$ cat src/rtl/sys_bus_arbiter.sv
// sys_bus_arbiter: shares one memory port between the I-cache and the D-cache.
// Build option: ARB_ROUND_ROBIN_EN selects round-robin instead of D-first priority.
module sys_bus_arbiter #(
    parameter int DATAWIDTH = 32,
    parameter int ADDRWIDTH = 32,
    parameter int BURSTLEN  = 4
) (
    input  logic                 clk,
    input  logic                 rst,
    input  logic                 I_SYSstrobe,
    input  logic                 I_SYSrw,
    input  logic [ADDRWIDTH-1:0] I_SYSaddr,
    input  logic [DATAWIDTH-1:0] I_SYSdata_out,
    output logic                 I_SYSready,
    output logic [DATAWIDTH-1:0] I_SYSdata_in,
    input  logic                 D_SYSstrobe,
    input  logic                 D_SYSrw,
    input  logic [ADDRWIDTH-1:0] D_SYSaddr,
    input  logic [DATAWIDTH-1:0] D_SYSdata_out,
    output logic                 D_SYSready,
    output logic [DATAWIDTH-1:0] D_SYSdata_in,
    output logic                 MEM_strobe,
    output logic                 MEM_rw,
    output logic [ADDRWIDTH-1:0] MEM_addr,
    output logic [DATAWIDTH-1:0] MEM_data_out,
    input  logic                 MEM_ready,
    input  logic [DATAWIDTH-1:0] MEM_data_in,
    output logic [1:0]           grant
);

    localparam int BW = (BURSTLEN > 1) ? $clog2(BURSTLEN) : 1;

    typedef enum logic [1:0] {
        S_IDLE  = 2'd0,
        S_OWN_I = 2'd1,
        S_OWN_D = 2'd2
    } state_t;

    state_t        r_state;
    state_t        w_next;
    logic [1:0]    r_grant;
    logic [BW-1:0] r_beat;
    logic [BW-1:0] w_beat_next;
    logic          w_own_strobe;
    logic          w_last_beat;
    logic          w_pick_d;

    assign w_last_beat = (r_beat == BW'(BURSTLEN - 1));
    assign grant       = r_grant;

`ifdef ARB_ROUND_ROBIN_EN
    // 0 = I-cache was the most recent owner, 1 = D-cache
    logic r_last;

    // Remember who was granted last so a tie goes to the other cache
    always_ff @(posedge clk or posedge rst) begin
        if (rst) begin
            r_last <= 1'b0;
        end else if (r_state == S_IDLE && w_next == S_OWN_D) begin
            r_last <= 1'b1;
        end else if (r_state == S_IDLE && w_next == S_OWN_I) begin
            r_last <= 1'b0;
        end
    end

    assign w_pick_d = ~r_last;
`else
    assign w_pick_d = 1'b1;
`endif

    // State, grant and beat counter registers
    always_ff @(posedge clk or posedge rst) begin
        if (rst) begin
            r_state <= S_IDLE;
            r_grant <= 2'b00;
            r_beat  <= '0;
        end else begin
            r_state <= w_next;
            r_grant <= {w_next == S_OWN_D, w_next == S_OWN_I};
            r_beat  <= w_beat_next;
        end
    end

    // Next-state: arbitrate in IDLE, hold the lock until strobe drop or last beat
    always_comb begin
        w_next       = r_state;
        w_beat_next  = r_beat;
        w_own_strobe = 1'b0;
        unique case (r_state)
            S_IDLE: begin
                w_beat_next = '0;
                if (I_SYSstrobe && D_SYSstrobe) begin
                    w_next = w_pick_d ? S_OWN_D : S_OWN_I;
                end else if (D_SYSstrobe) begin
                    w_next = S_OWN_D;
                end else if (I_SYSstrobe) begin
                    w_next = S_OWN_I;
                end
            end
            S_OWN_I, S_OWN_D: begin
                w_own_strobe = (r_state == S_OWN_I) ? I_SYSstrobe : D_SYSstrobe;
                if (!w_own_strobe) begin
                    w_next      = S_IDLE;
                    w_beat_next = '0;
                end else if (MEM_ready) begin
                    if (w_last_beat) begin
                        w_next      = S_IDLE;
                        w_beat_next = '0;
                    end else begin
                        w_beat_next = r_beat + BW'(1);
                    end
                end
            end
            default: begin
                w_next      = S_IDLE;
                w_beat_next = '0;
            end
        endcase
    end

    // Forward the owner to memory; everything is quiet while idle
    always_comb begin
        MEM_strobe   = 1'b0;
        MEM_rw       = 1'b0;
        MEM_addr     = '0;
        MEM_data_out = '0;
        I_SYSready   = 1'b0;
        I_SYSdata_in = '0;
        D_SYSready   = 1'b0;
        D_SYSdata_in = '0;
        unique case (r_state)
            S_OWN_I: begin
                MEM_strobe   = I_SYSstrobe;
                MEM_rw       = I_SYSrw;
                MEM_addr     = I_SYSaddr;
                MEM_data_out = I_SYSdata_out;
                I_SYSready   = MEM_ready;
                I_SYSdata_in = MEM_data_in;
            end
            S_OWN_D: begin
                MEM_strobe   = D_SYSstrobe;
                MEM_rw       = D_SYSrw;
                MEM_addr     = D_SYSaddr;
                MEM_data_out = D_SYSdata_out;
                D_SYSready   = MEM_ready;
                D_SYSdata_in = MEM_data_in;
            end
            default: begin
            end
        endcase
    end

endmodule

$ cat config.mk
export PLATFORM = sky130hd
export DESIGN_NAME = sys_bus_arbiter
export DESIGN_NICKNAME = d
export VERILOG_FILES = /design/src/rtl/sys_bus_arbiter.sv
export SDC_FILE = /design/constraint.sdc
export NUM_CORES = 1
export LEC_CHECK = 0
export BUFFER_PORTS_ARGS = -buffer_cell sky130_fd_sc_hd__buf_2
export CAP_MARGIN = 20
export CORE_AREA = 2 2 116 118
export DETAILED_ROUTE_END_ITERATION = 7
export DIE_AREA = 0 0 118 120
export MAX_ROUTING_LAYER = met4
export PLACE_DENSITY = 0.46
export SYNTH_ARGS = -nofsm -noshare
export SYNTH_HDL_FRONTEND = slang
export SYNTH_SLANG_ARGS = --single-unit
$ cat constraint.sdc
create_clock -name clk -period 1.9 [get_ports clk]
set_input_delay 0.38 -clock clk [delete_from_list [all_inputs] [get_ports clk]]
set_output_delay 0.38 -clock clk [all_outputs]
set_load 0.02 [all_outputs]
# Word level (Yosys, flattened, before mapping)
# Index checks and enable logic that the tools add are counted.
# word_totals
reg_bits	6
out_inout_bits	134
# classes
addsub	1
n_eq_ne	6
mux	20
n_reduce_logical	3
# op_table
cell	n
$pmux 32 s2	2
$mux 32	2
$mux 2	10
$eq 2x2->1 const B	3
$eq 2x1->1 const B	2
$pmux 1 s2	2
$pmux 2 s2	1
$mux 1	3
$ne 3x3->1 const B	1
$add 2x1->2 const B	1
$logic_not 2->1	1
$reduce_or 2->1	1
$logic_and 1x1->1	1

# Longest topological paths before layout
# logic_depth
ltp_word	6
ltp_mapped	6
depth_no_buf	5

# Worst setup path before layout
# No wires, ideal clock.
# synth_path
kind	reg2out
start	reg r_state[0]
end	out MEM_addr[14]
arrival_time_ns	1.591
required_time_ns	1.520
setup_slack_ns	-0.071
stages_incl_launch_ff	6
path_buffers	2
path_cell_list	dfrtp_1 > inv_1 > ha_1 > clkbuf_1 > clkbuf_1 > nor2b_1
# synth_between
elab_chain_len	2
word_cells_on_any_way	3
cone_classes	2 x eq/ne; 1 x mux
# synth_rtl
item	line	source
from (decl)	39	state_t r_state;
from (signal assigned)	78	r_state <= w_next;
$eq 2x2->1 / $eq 2x1->1 (equally long branches)	131	unique case (r_state)
$pmux 32 s2 (*)	131	
to (decl)	24	output logic [ADDRWIDTH-1:0] MEM_addr,
# Every way passes the cells marked *; elsewhere a longest branch is shown, timed or not.

# Worst setup path after layout
# layout_path
start	reg r_state[1]
end	out MEM_addr[24]
# Same word-level chain as after synthesis.

==> out/results.tsv <==
stage	metric	value	unit
worst_setup_path	CP Data Required Time	1520	ps
run	Max-Cap Viols	0	
status	outcome	finished with violations	
worst_setup_path	reg2reg end	grant[1]$_DFF_PP0_	
placed_design	post-DP HPWL	7430	um
clocking	TritonCTS clock tree	built	
layout	Final Util	34.8	%
worst_hold_path	worst min path class	in2async	
floorplanning	io pins	301	
synth	Mapped Area	1810	um^2
worst_setup_path	crit path kind	reg2out	
timing	Slew @ Worst Pin	343	ps
status	failing checks	setup timing	
timing	final setup skew	2.22	ps
synth	share of the synthesized area in the top cell type	27.4	%
global_route	vias in the first global route	2913	
worst_setup_path	Critical Path Source Type	register	
clocking	worst skew pair latency	230	ps
power_and_ir_drop	Power Density	1600	nW/um^2
route	post-route ant nets	0	
route	vias	3155	
timing	worst setup margin	-81.3	ps
timing	fmax	505	MHz
worst_setup_path	CP Capture Type	primary output	
clocking	Longest Clk Path Bufs	2	
synth	mean post-synth cell area	6.92	um^2
synth	cell taking the most area after synthesis	a22oi_1	
global_route	first-pass GRT wire length	14900	um
route	Starting DRT DRC Count	70	
clocking	Num Clock Sinks	6	
synth	Gate Count Post-Synth	261	
route	WL per Instance	15.3	um
clocking	total CTS buffers	3	
power_and_ir_drop	VDD IR max	0.000634	V
placed_design	Placer Congestion	0.782	
clocking	Reg clk slew, reported paths	30	ps
worst_setup_path	worst reg2reg setup slack	100	ps
timing	max-slew violations	0	
layout	Antenna diodes	0	
timing	RSZ-0062 raised after global routing	true	
clocking	H-Tree Depth	1	
timing	final setup violating endpoints	84	
synth	#FFs+latches synth	6	
synth	distinct cell type count after synthesis	20	
placed_design	pre-CTS WS	17.8	ps
timing	Tcrit/Tclk final	104	%
global_route	initial antenna violation count	0	
worst_setup_path	crit path to	MEM_addr[24]	
timing	Tmin final	1980	ps
route	DR DRC count	0	
synth	Yosys Warn Count	0	
layout	Layout Cells excl Fill	736	
worst_setup_path	data arrival time of the critical path	1600	ps
floorplanning	FP Rows	42	
floorplanning	Initial Util	13.9	%
worst_setup_path	worst reg-to-reg path cell count	8	
worst_setup_path	R2R Path Start	r_state[1]$_DFF_PP0_	
route	routed wire length	11200	um
placed_design	port bufs	300	
layout	Area Growth Syn to Fin	150	%
floorplanning	Die Area	14200	um^2
worst_setup_path	Max FO, Critical Path	9	
synth	synth top area cells	a22oi_1 (27%), nor2b_1 (24%), and2_1 (23%)	
route	First-pass DRT Iterations	4	
timing	Final Hold Vio Count	0	
floorplanning	Die Wd	118	um
global_route	gr usage total	13.2	%
global_route	maximum number of pins on one net before global-route repair	42	
synth	Mapped Nets	433	
timing	Rel. slew slack	76.9	%
global_route	grt ovf	0	
layout	share of cells above drive strength 1	69.1	%
clocking	CTS Root Cell	clkbuf_16	
worst_setup_path	Worst setup startpoint	r_state[1]$_DFF_PP0_	
layout	Nets	734	
power_and_ir_drop	LEAKAGE	0.00227	uW
route	via-per-instance ratio	4.29	
placed_design	placed cell count	715	
floorplanning	Chip Height	120	um
floorplanning	Core Box Area	13000	um^2
synth	sequential fraction of the synthesis area	8.32	%
==> worst max-delay path, stage by stage, from the launching register on <==
cell	delay, ps
dfrtp_2	410
inv_4	60
ha_4	190
buf_6	130
buf_16	140
a22oi_1	200
nor2b_1	70
buf_4	160
==> cell type report <==
class | instances | area [um^2]
Clock buffer | 3 | 75.1
Sequential cell | 6 | 153
Fill cell | 1360 | 8460
Inverter | 3 | 16.3
Multi-Input combinational cell | 223 | 1730
Tap cell | 176 | 220
Timing Repair Buffer | 325 | 2330
==> sequential cells by signal, indices dropped and copies added (netlist names) <==
name     cells
r_state      2
r_beat       2
grant        2
==> layer usage <==
metal | GRT usage (%) | part of all wire [%] | routed length (um) | up-vias
met5 | - | 0 | 0 | -
met3 | 2.04 | 6.9 | 775 | 2
met2 | 25.8 | 54 | 6100 | 165
li1 | - | - | - | 1508
met1 | 14.6 | 39 | 4340 | 1480
met4 | 0.979 | 0.31 | 35 | 0
==> cells by family (layout without fill, tap and decap cells) <==
group,count (synthesis),after routing,share of synthesized area [%]
AO/OA/AOI/OAI,70,70,29.3
adder cells (fa/ha/maj),5,5,3.47
buffers and inverters,32,331,7.21
flip-flops,6,6,8.32
multiplexers,4,4,2.29
AND/OR/NAND/NOR,144,144,49.4
==> worst min path at each step <==
stage / start / endpoint / slack (ps) / cells after the start
2_1_floorplan: rst / grant[0]$_DFF_PP0_ / 170 / 1
3_3_place_gp: rst / grant[1]$_DFF_PP0_ / 310 / 2
3_5_place_dp: rst / r_beat[1]$_DFFE_PP0P_ / 320 / 2
4_1_cts: rst / r_beat[1]$_DFFE_PP0P_ / 80 / 2
5_1_grt: rst / grant[1]$_DFF_PP0_ / 100 / 2
6_report: rst / grant[1]$_DFF_PP0_ / 80 / 2
==> per-stage QoR <==
stage | hold slack (ps) | total power [uW] | instance area [um^2] | TNS [ps]
final | 75.5 | 7250 | 4520 | -2060
after CTS | 75.0 | 6320 | 4120 | -2650
after global placement | 305 | 5090 | 3630 | 0
after detailed placement | 316 | 5120 | 3630 | 0
after floorplan | 171 | 3470 | 1890 | 0
after global routing | 101 | 7680 | 4520 | -8280
==> cell usage after synthesis (all sizes together) <==
library cell	n
mux2i	3
o21ai	1
and4b	1
inv	3
a211oi	1
nand2	2
a22oi	66
buf	6
dfrtp	6
clkbuf	23
nand4b	1
a21oi	1
nand2b	1
nor2	4
o32ai	1
mux2	1
nor2b	68
ha	5
and2	67
==> power by group <==
| part | switching (uW) | total [uW] | internal [uW] |
|---|---|---|---|
| sequential | 48.4 | 228 | 179 |
| clock | 69.8 | 340 | 270 |
| combinational | 3310 | 6680 | 3370 |
==> timing repair <==
| item | 4_1_cts | 5_1_grt |
|---|---|---|
| setup buffers | 4 | 3 |
| endpoints found under the setup margin | 121 | 130 |
| gates resized for setup | 96 | 62 |
| pin swaps | 0 | 2 |
| cloned | 4 | 7 |
| hold buffers | 0 | 0 |
==> layout by cell type (no fill, tap or decap), drive strengths merged <==
| cell | instances |
|---|---|
| o32ai | 1 |
| mux2i | 3 |
| nor2b | 68 |
| clkbuf | 10 |
| a21oi | 1 |
| a22oi | 66 |
| o21ai | 1 |
| buf | 318 |
| nand2b | 1 |
| dfrtp | 6 |
| inv | 3 |
| and4b | 1 |
| nand2 | 2 |
| nand4b | 1 |
| mux2 | 1 |
| a211oi | 1 |
| and2 | 67 |
| nor2 | 4 |
| ha | 5 |
Power figures use the tool's default switching activity.
